--- src/rtl/tx_conn_pkg.sv ---
// Shared types and ASCII constants for the DSKY serial-frame transmitter.
// Build option: TX_CONN_CHECKSUM_EN adds a checksum state to the enum.
package tx_conn_pkg;

  typedef enum logic [3:0] {
    IDLE,
    SOF,
    PROG,
    VERB,
    NOUN,
    R1,
    R2,
    R3,
`ifdef TX_CONN_CHECKSUM_EN
    CKSUM,
`endif
    EOF
  } state_t;

  localparam logic [7:0] CH_SOF  = 8'd60;
  localparam logic [7:0] CH_EOF  = 8'd62;
  localparam logic [7:0] CH_POS  = 8'd43;
  localparam logic [7:0] CH_NEG  = 8'd45;
  localparam logic [7:0] CH_ZERO = 8'd48;

  localparam int DIGITS_SHORT = 2;
  localparam int DIGITS_LONG  = 5;

  // Frozen copy of the display registers for the frame being sent.
  typedef struct packed {
    logic [1:0][2:0] prog;
    logic [1:0][2:0] verb;
    logic [1:0][2:0] noun;
    logic [4:0][2:0] r1;
    logic [4:0][2:0] r2;
    logic [4:0][2:0] r3;
    logic            sign_r1;
    logic            sign_r2;
    logic            sign_r3;
  } snap_t;

  function automatic logic [7:0] ascii_digit(input logic [2:0] d);
    return CH_ZERO + {5'd0, d};
  endfunction

  function automatic logic [7:0] ascii_sign(input logic s);
    return s ? CH_NEG : CH_POS;
  endfunction

endpackage

--- src/rtl/tx_conn_byte_mux.sv ---
// Combinational byte selector: picks the snapshot digit/sign for the current
// state and byte counter and encodes it as ASCII (TX_CONN_CHECKSUM_EN adds CKSUM).
module tx_byte_mux
  import tx_conn_pkg::*;
(
  input  state_t     i_state,
  input  logic [2:0] i_cnt,
  input  snap_t      i_snap,
`ifdef TX_CONN_CHECKSUM_EN
  input  logic [2:0] i_cksum,
`endif
  output logic [7:0] o_byte
);

  logic w_sign_slot;
  assign w_sign_slot = (i_cnt == 3'(DIGITS_LONG));

  always_comb begin
    o_byte = 8'd0;
    case (i_state)
      SOF:   o_byte = CH_SOF;
      PROG:  o_byte = ascii_digit(i_snap.prog[i_cnt[0]]);
      VERB:  o_byte = ascii_digit(i_snap.verb[i_cnt[0]]);
      NOUN:  o_byte = ascii_digit(i_snap.noun[i_cnt[0]]);
      // Counter value DIGITS_LONG is the trailing sign slot of a signed field
      R1:    o_byte = w_sign_slot ? ascii_sign(i_snap.sign_r1) : ascii_digit(i_snap.r1[i_cnt]);
      R2:    o_byte = w_sign_slot ? ascii_sign(i_snap.sign_r2) : ascii_digit(i_snap.r2[i_cnt]);
      R3:    o_byte = w_sign_slot ? ascii_sign(i_snap.sign_r3) : ascii_digit(i_snap.r3[i_cnt]);
`ifdef TX_CONN_CHECKSUM_EN
      CKSUM: o_byte = ascii_digit(i_cksum);
`endif
      EOF:   o_byte = CH_EOF;
      default: o_byte = 8'd0;
    endcase
  end

endmodule

--- src/rtl/tx_conn.sv ---
// DSKY link transmitter: snapshots the display registers on start and streams
// one ASCII frame over valid/ready. Build option: TX_CONN_CHECKSUM_EN.
module tx_conn
  import tx_conn_pkg::*;
#(
  parameter int GAP_CYCLES = 0
) (
  input  logic            clk,
  input  logic            reset,
  input  logic            start,
  input  logic [1:0][2:0] data_PROG,
  input  logic [1:0][2:0] data_VERB,
  input  logic [1:0][2:0] data_NOUN,
  input  logic [4:0][2:0] data_R1,
  input  logic [4:0][2:0] data_R2,
  input  logic [4:0][2:0] data_R3,
  input  logic            sign_R1,
  input  logic            sign_R2,
  input  logic            sign_R3,
  input  logic            TX_ready,
  output logic [7:0]      TX_byte,
  output logic            TX_valid,
  output logic            busy,
  output logic            frame_done
);

  localparam logic [3:0] GAP_LD = 4'(GAP_CYCLES);

  state_t     r_state, r_state_next;
  logic [2:0] r_cnt, r_cnt_next;
  logic [3:0] r_gap, r_gap_next;
  logic       r_pending, r_pending_next;
  logic       r_valid, r_valid_next;
  logic       r_done, r_done_next;
  snap_t      r_snap, r_snap_next;
  snap_t      w_snap_in;
  state_t     w_field_next;
  logic       w_last;
  logic       w_xfer;
  logic [7:0] w_tx_byte;
`ifdef TX_CONN_CHECKSUM_EN
  logic [2:0] r_cksum, r_cksum_next;
  logic       w_digit;
`endif

  always_comb begin
    w_snap_in         = '0;
    w_snap_in.prog    = data_PROG;
    w_snap_in.verb    = data_VERB;
    w_snap_in.noun    = data_NOUN;
    w_snap_in.r1      = data_R1;
    w_snap_in.r2      = data_R2;
    w_snap_in.r3      = data_R3;
    w_snap_in.sign_r1 = sign_R1;
    w_snap_in.sign_r2 = sign_R2;
    w_snap_in.sign_r3 = sign_R3;
  end

  tx_byte_mux u_mux (
    .i_state (r_state),
    .i_cnt   (r_cnt),
    .i_snap  (r_snap),
`ifdef TX_CONN_CHECKSUM_EN
    .i_cksum (r_cksum),
`endif
    .o_byte  (w_tx_byte)
  );

  assign w_xfer = r_valid & TX_ready;

  always_comb begin
    w_last       = 1'b1;
    w_field_next = IDLE;
    case (r_state)
      SOF:  w_field_next = PROG;
      PROG: begin w_field_next = VERB; w_last = (r_cnt == 3'(DIGITS_SHORT - 1)); end
      VERB: begin w_field_next = NOUN; w_last = (r_cnt == 3'(DIGITS_SHORT - 1)); end
      NOUN: begin w_field_next = R1;   w_last = (r_cnt == 3'(DIGITS_SHORT - 1)); end
      R1:   begin w_field_next = R2;   w_last = (r_cnt == 3'(DIGITS_LONG)); end
      R2:   begin w_field_next = R3;   w_last = (r_cnt == 3'(DIGITS_LONG)); end
`ifdef TX_CONN_CHECKSUM_EN
      R3:    begin w_field_next = CKSUM; w_last = (r_cnt == 3'(DIGITS_LONG)); end
      CKSUM: w_field_next = EOF;
`else
      R3:   begin w_field_next = EOF;  w_last = (r_cnt == 3'(DIGITS_LONG)); end
`endif
      default: w_field_next = IDLE;
    endcase
  end

`ifdef TX_CONN_CHECKSUM_EN
  // Only magnitude digits feed the checksum; signs and delimiters do not
  always_comb begin
    w_digit = 1'b0;
    case (r_state)
      PROG, VERB, NOUN: w_digit = 1'b1;
      R1, R2, R3:       w_digit = (r_cnt != 3'(DIGITS_LONG));
      default:          w_digit = 1'b0;
    endcase
  end
`endif

  always_comb begin
    r_state_next   = r_state;
    r_cnt_next     = r_cnt;
    r_gap_next     = r_gap;
    r_pending_next = r_pending;
    r_snap_next    = r_snap;
    r_valid_next   = r_valid;
    r_done_next    = 1'b0;
`ifdef TX_CONN_CHECKSUM_EN
    r_cksum_next   = r_cksum;
`endif
    if (r_state == IDLE) begin
      if (start) begin
        r_snap_next  = w_snap_in;
        r_state_next = SOF;
        r_cnt_next   = '0;
        r_gap_next   = '0;
        r_valid_next = 1'b1;
`ifdef TX_CONN_CHECKSUM_EN
        r_cksum_next = '0;
`endif
      end
    end else begin
      if (start) r_pending_next = 1'b1;
      if (w_xfer) begin
`ifdef TX_CONN_CHECKSUM_EN
        if (w_digit) r_cksum_next = r_cksum ^ w_tx_byte[2:0];
`endif
        if (w_last) begin
          r_cnt_next   = '0;
          r_state_next = w_field_next;
        end else begin
          r_cnt_next = r_cnt + 3'd1;
        end
        if (GAP_CYCLES == 0) begin
          r_valid_next = 1'b1;
        end else begin
          r_valid_next = 1'b0;
          r_gap_next   = GAP_LD;
        end
        if (r_state == EOF) begin
          r_done_next = 1'b1;
          // A request arriving with the final byte still counts as pending
          if (r_pending || start) begin
            r_snap_next    = w_snap_in;
            r_pending_next = 1'b0;
            r_state_next   = SOF;
`ifdef TX_CONN_CHECKSUM_EN
            r_cksum_next   = '0;
`endif
          end else begin
            r_state_next = IDLE;
            r_valid_next = 1'b0;
            r_gap_next   = '0;
          end
        end
      end else if (!r_valid && r_gap != 4'd0) begin
        r_gap_next = r_gap - 4'd1;
        if (r_gap == 4'd1) r_valid_next = 1'b1;
      end
    end
  end

  always_ff @(posedge clk) begin
    if (reset) begin
      r_state   <= IDLE;
      r_cnt     <= '0;
      r_gap     <= '0;
      r_pending <= 1'b0;
      r_snap    <= '0;
      r_valid   <= 1'b0;
      r_done    <= 1'b0;
`ifdef TX_CONN_CHECKSUM_EN
      r_cksum   <= '0;
`endif
    end else begin
      r_state   <= r_state_next;
      r_cnt     <= r_cnt_next;
      r_gap     <= r_gap_next;
      r_pending <= r_pending_next;
      r_snap    <= r_snap_next;
      r_valid   <= r_valid_next;
      r_done    <= r_done_next;
`ifdef TX_CONN_CHECKSUM_EN
      r_cksum   <= r_cksum_next;
`endif
    end
  end

  assign TX_byte    = w_tx_byte;
  assign TX_valid   = r_valid;
  assign busy       = (r_state != IDLE) | r_pending;
  assign frame_done = r_done;

endmodule
--- config.mk ---
export PLATFORM = sky130hd
export DESIGN_NAME = tx_conn
export DESIGN_NICKNAME = d
export VERILOG_FILES = /design/src/rtl/tx_conn_pkg.sv /design/src/rtl/tx_conn_byte_mux.sv /design/src/rtl/tx_conn.sv
export SDC_FILE = /design/constraint.sdc
export NUM_CORES = 1
export LEC_CHECK = 0
export CORE_AREA = 2 2 103 105
export CTS_CLUSTER_SIZE = 30
export DETAILED_ROUTE_END_ITERATION = 7
export DIE_AREA = 0 0 105 107
export GPL_TIMING_DRIVEN = 0
export PLACE_DENSITY = 0.68
export SLEW_MARGIN = 30
export SYNTH_ARGS = -nofsm -noshare
export SYNTH_HDL_FRONTEND = slang
export SYNTH_SLANG_ARGS = --single-unit
--- constraint.sdc ---
create_clock -name clk -period 2.4 [get_ports clk]
set_input_delay 0.36 -clock clk [delete_from_list [all_inputs] [get_ports clk]]
set_output_delay 0.36 -clock clk [all_outputs]
set_load 0.03 [all_outputs]
==> impl_metrics.ini <==
[outcome]
status = finished with violations
violations = setup timing

[grt]
grt_pass1_vias = 3776
antenna_found_initial = 0
grt_pass1_wl_mm = 18.8
grt_max_degree = 14
gr-usage-all-layers_pct = 21.4
grt_overflow = 0

[place]
port-buffer-count = 77
dp_hpwl_mm = 8.57
dpl-instance-area_um2 = 4940
gp_congestion = 0.914

[worst_hold_path]
min_path_type = reg -> reg
whs_path_depth = 2
min-delay-start = r_snap[49]
hold_end = r_snap[49]

[clock_network]
cts_buffers = 9
clock-root-buffer = clkbuf_8
postCtsHoldBufs = 0
cts_tree = built
clk_pin_slew_worst_paths_ps = 80
clock_latency_ps = 360
clock_sinks = 80
clock_tree.buffer_depth = 2
htreeDepth = 3

[synth]
synthCells = 494
synthArstFlopShare_pct = 0
ys_types = 56
synth-edff-count = 0
synth_warnings = 0
ys_ff_latch = 80
synth_area_per_cell_um2 = 8.07
synth_flop_cell = dfxtp_1
ys_seq_area_share_pct = 40.2
syn_area_um2 = 3990

[timing]
post-route-min-period_ps = 2730
hold_viol = 0
fin_ws_ps = -334
min_period_over_period_pct = 114
slew_violations = 0
max_freq_mhz = 366
fin_skew_ps = 7.14
setup_viol = 4
tightest_slew_ps = 537
relSlewSlack_pct = 64.2
rsz0062_at_grt = yes
whs_ps = 456

[run]
maxCapViolations = 0

[floorplanning]
fp.coreArea_um2 = 10100
die_y_um = 107
die-area_um2 = 11200
boundaryPins = 81
initial_utilization_pct = 39.5
die_width_um = 105
fp-row-count = 37

[power_and_ir_drop]
power_mw = 5.04
p_leak_nw = 1.86
peakVddDrop_mv = 0.440
p_per_area_nw_per_um2 = 940

[setup_path]
cp.arrival_ps = 2370
r2r_start = r_state[1]
rr_worst_depth = 7
reg2reg_to = r_snap[16]
crit_type = reg -> out
cp_max_fo = 10
worstSetupStartpointType = flip-flop
regToRegSetupSlack_ps = 190
required_ps = 2040
cp-end-kind = output port

[route]
avgViaCountPerCell = 5.37
route.detailed.drc = 0
totalWireLength_mm = 11.8
drtIter0Drc = 146
drt_pass1_iterations = 5
num_vias = 3936
wire_per_inst_um = 16.0
antenna_left = 0

[cells_and_area]
antenna_cells = 0
drive_above_1_share_pct = 15.9
final_nets = 667
final_core_util_pct = 53.1
fin_area_um2 = 5360
fill_cells = 1017
syn_to_final_growth_pct = 34.4
[cell usage in the layout (no fill, tap or decap), types with 3 or more instances in the layout]
master,Yosys,final
clkbuf_8,0,10
o211ai_1,3,3
nand2_1,145,145
buf_4,2,10
nand4_1,4,4
nor2b_1,5,5
nand3_1,11,9
dfxtp_2,0,3
buf_2,12,10
a211oi_1,6,6
a31oi_1,4,4
o21ai_0,5,4
clkbuf_1,17,14
ha_1,5,4
mux4_2,7,10
nor2_1,22,21
a32oi_1,4,3
dfxtp_1,80,74
nor4b_1,4,4
nand2b_1,3,3
or3_1,4,3
nor3_1,4,4
a21oi_1,83,83
buf_6,7,11
clkdlybuf4s50_1,0,71
o21ai_1,4,4
dfxtp_4,0,3
inv_1,6,5
mux2_2,4,4
[layout make-up]
type                       instances  area [µm²]  area share, %
timing repair buffer              87         861           16.1
inverter                           6        27.5          0.514
tap                              136         170           3.18
buffer                            38         278           5.18
multi-input combinational        370        2210           41.2
clock inverter                     5        56.3           1.05
sequential                        80        1620           30.2
clock buffer                      11         141           2.64
[logic make-up (layout without fill, tap and decap cells)]
group	count (synthesis)	in the layout	synth area share [%]
adders and majority gates	5	5	1.57
and+or+nand+nor	217	217	24.5
other	1	2	0.0941
buffers and inverters	45	147	6.12
DFF	80	80	40.2
xor gates and xnor gates	2	2	0.440
AOI/OAI and AO/OA	127	127	19.0
muxes	17	17	8.13
[layer usage]
metal | wire length, µm | vias up | GRT usage [%]
met5 | 0 | - | 0
met4 | 340 | 0 | 9.33
met3 | 575 | 23 | 3.40
met2 | 5680 | 128 | 36.9
met1 | 5170 | 1867 | 26.4
li1 | - | 1918 | -
[synthesized netlist by cell type, types with 4 or more instances]
library cell	count	share of area, %
nor3_1	4	0.50
nand4_1	4	0.63
o21ai_0	5	0.63
a31oi_1	4	0.63
buf_2	12	1.5
nand2_1	145	14
ha_1	5	1.6
buf_6	7	2.0
o21ai_1	4	0.50
a21oi_1	83	10
mux2_2	4	1.1
dfxtp_1	80	40
inv_1	6	0.56
clkbuf_1	17	1.6
nor2_1	22	2.1
a211oi_1	6	1.1
nor2b_1	5	0.78
mux4_2	7	4.0
a32oi_1	4	0.88
or3_1	4	0.63
nor4b_1	4	0.88
nand3_1	11	1.4
[worst max-delay path, stage by stage (launching register included)]
cell and delay, ps:
dfxtp_4 390, buf_12 130, buf_12 140, mux2_2 340, a32oi_2 190, o32ai_2 130
or4_4 530, buf_6 160
[how the worst max path moves through the flow]
stage / slack [ps] / cells after the start / to / from
2_1_floorplan: 6 / 8 / TX_byte[3] / r_cnt[1]
3_3_place_gp: -990 / 9 / TX_byte[1] / r_cnt[1]
3_5_place_dp: -1040 / 9 / TX_byte[1] / r_cnt[1]
4_1_cts: -340 / 6 / TX_byte[1] / r_cnt[0]
5_1_grt: -360 / 6 / TX_byte[1] / r_cnt[0]
6_report: -330 / 7 / TX_byte[1] / r_cnt[0]
[power by group]
group / internal [mW] / total [mW] / switching, mW
Sequential: 1.54 / 1.72 / 0.180
Clock: 0.508 / 1.02 / 0.512
Combinational: 0.983 / 2.29 / 1.31
Total: 3.03 / 5.04 / 2.00
[flip-flops by register name (all words and copies together) (netlist names)]
| signal | flops |
|---|---|
| TX_valid | 1 |
| frame_done | 1 |
| r_cnt | 3 |
| r_gap | 4 |
| r_pending | 1 |
| r_snap | 66 |
| r_state | 4 |
[metrics by stage]
stage               setup TNS [ps]  setup slack, ps  instances
finish                        -890             -334        733
global route                 -1060             -362        733
CTS                           -816             -338        730
detailed placement           -4760            -1040        708
global placement             -3730             -989        708
floorplan                        0             5.59        495
[timing repair]
item                       CTS  global route
setup endpoints to repair    8             6
pin swaps                    1             5
gates resized for setup     62            21
buffers inserted             7             3
Note: power is estimated with default switching activity, not from simulation.
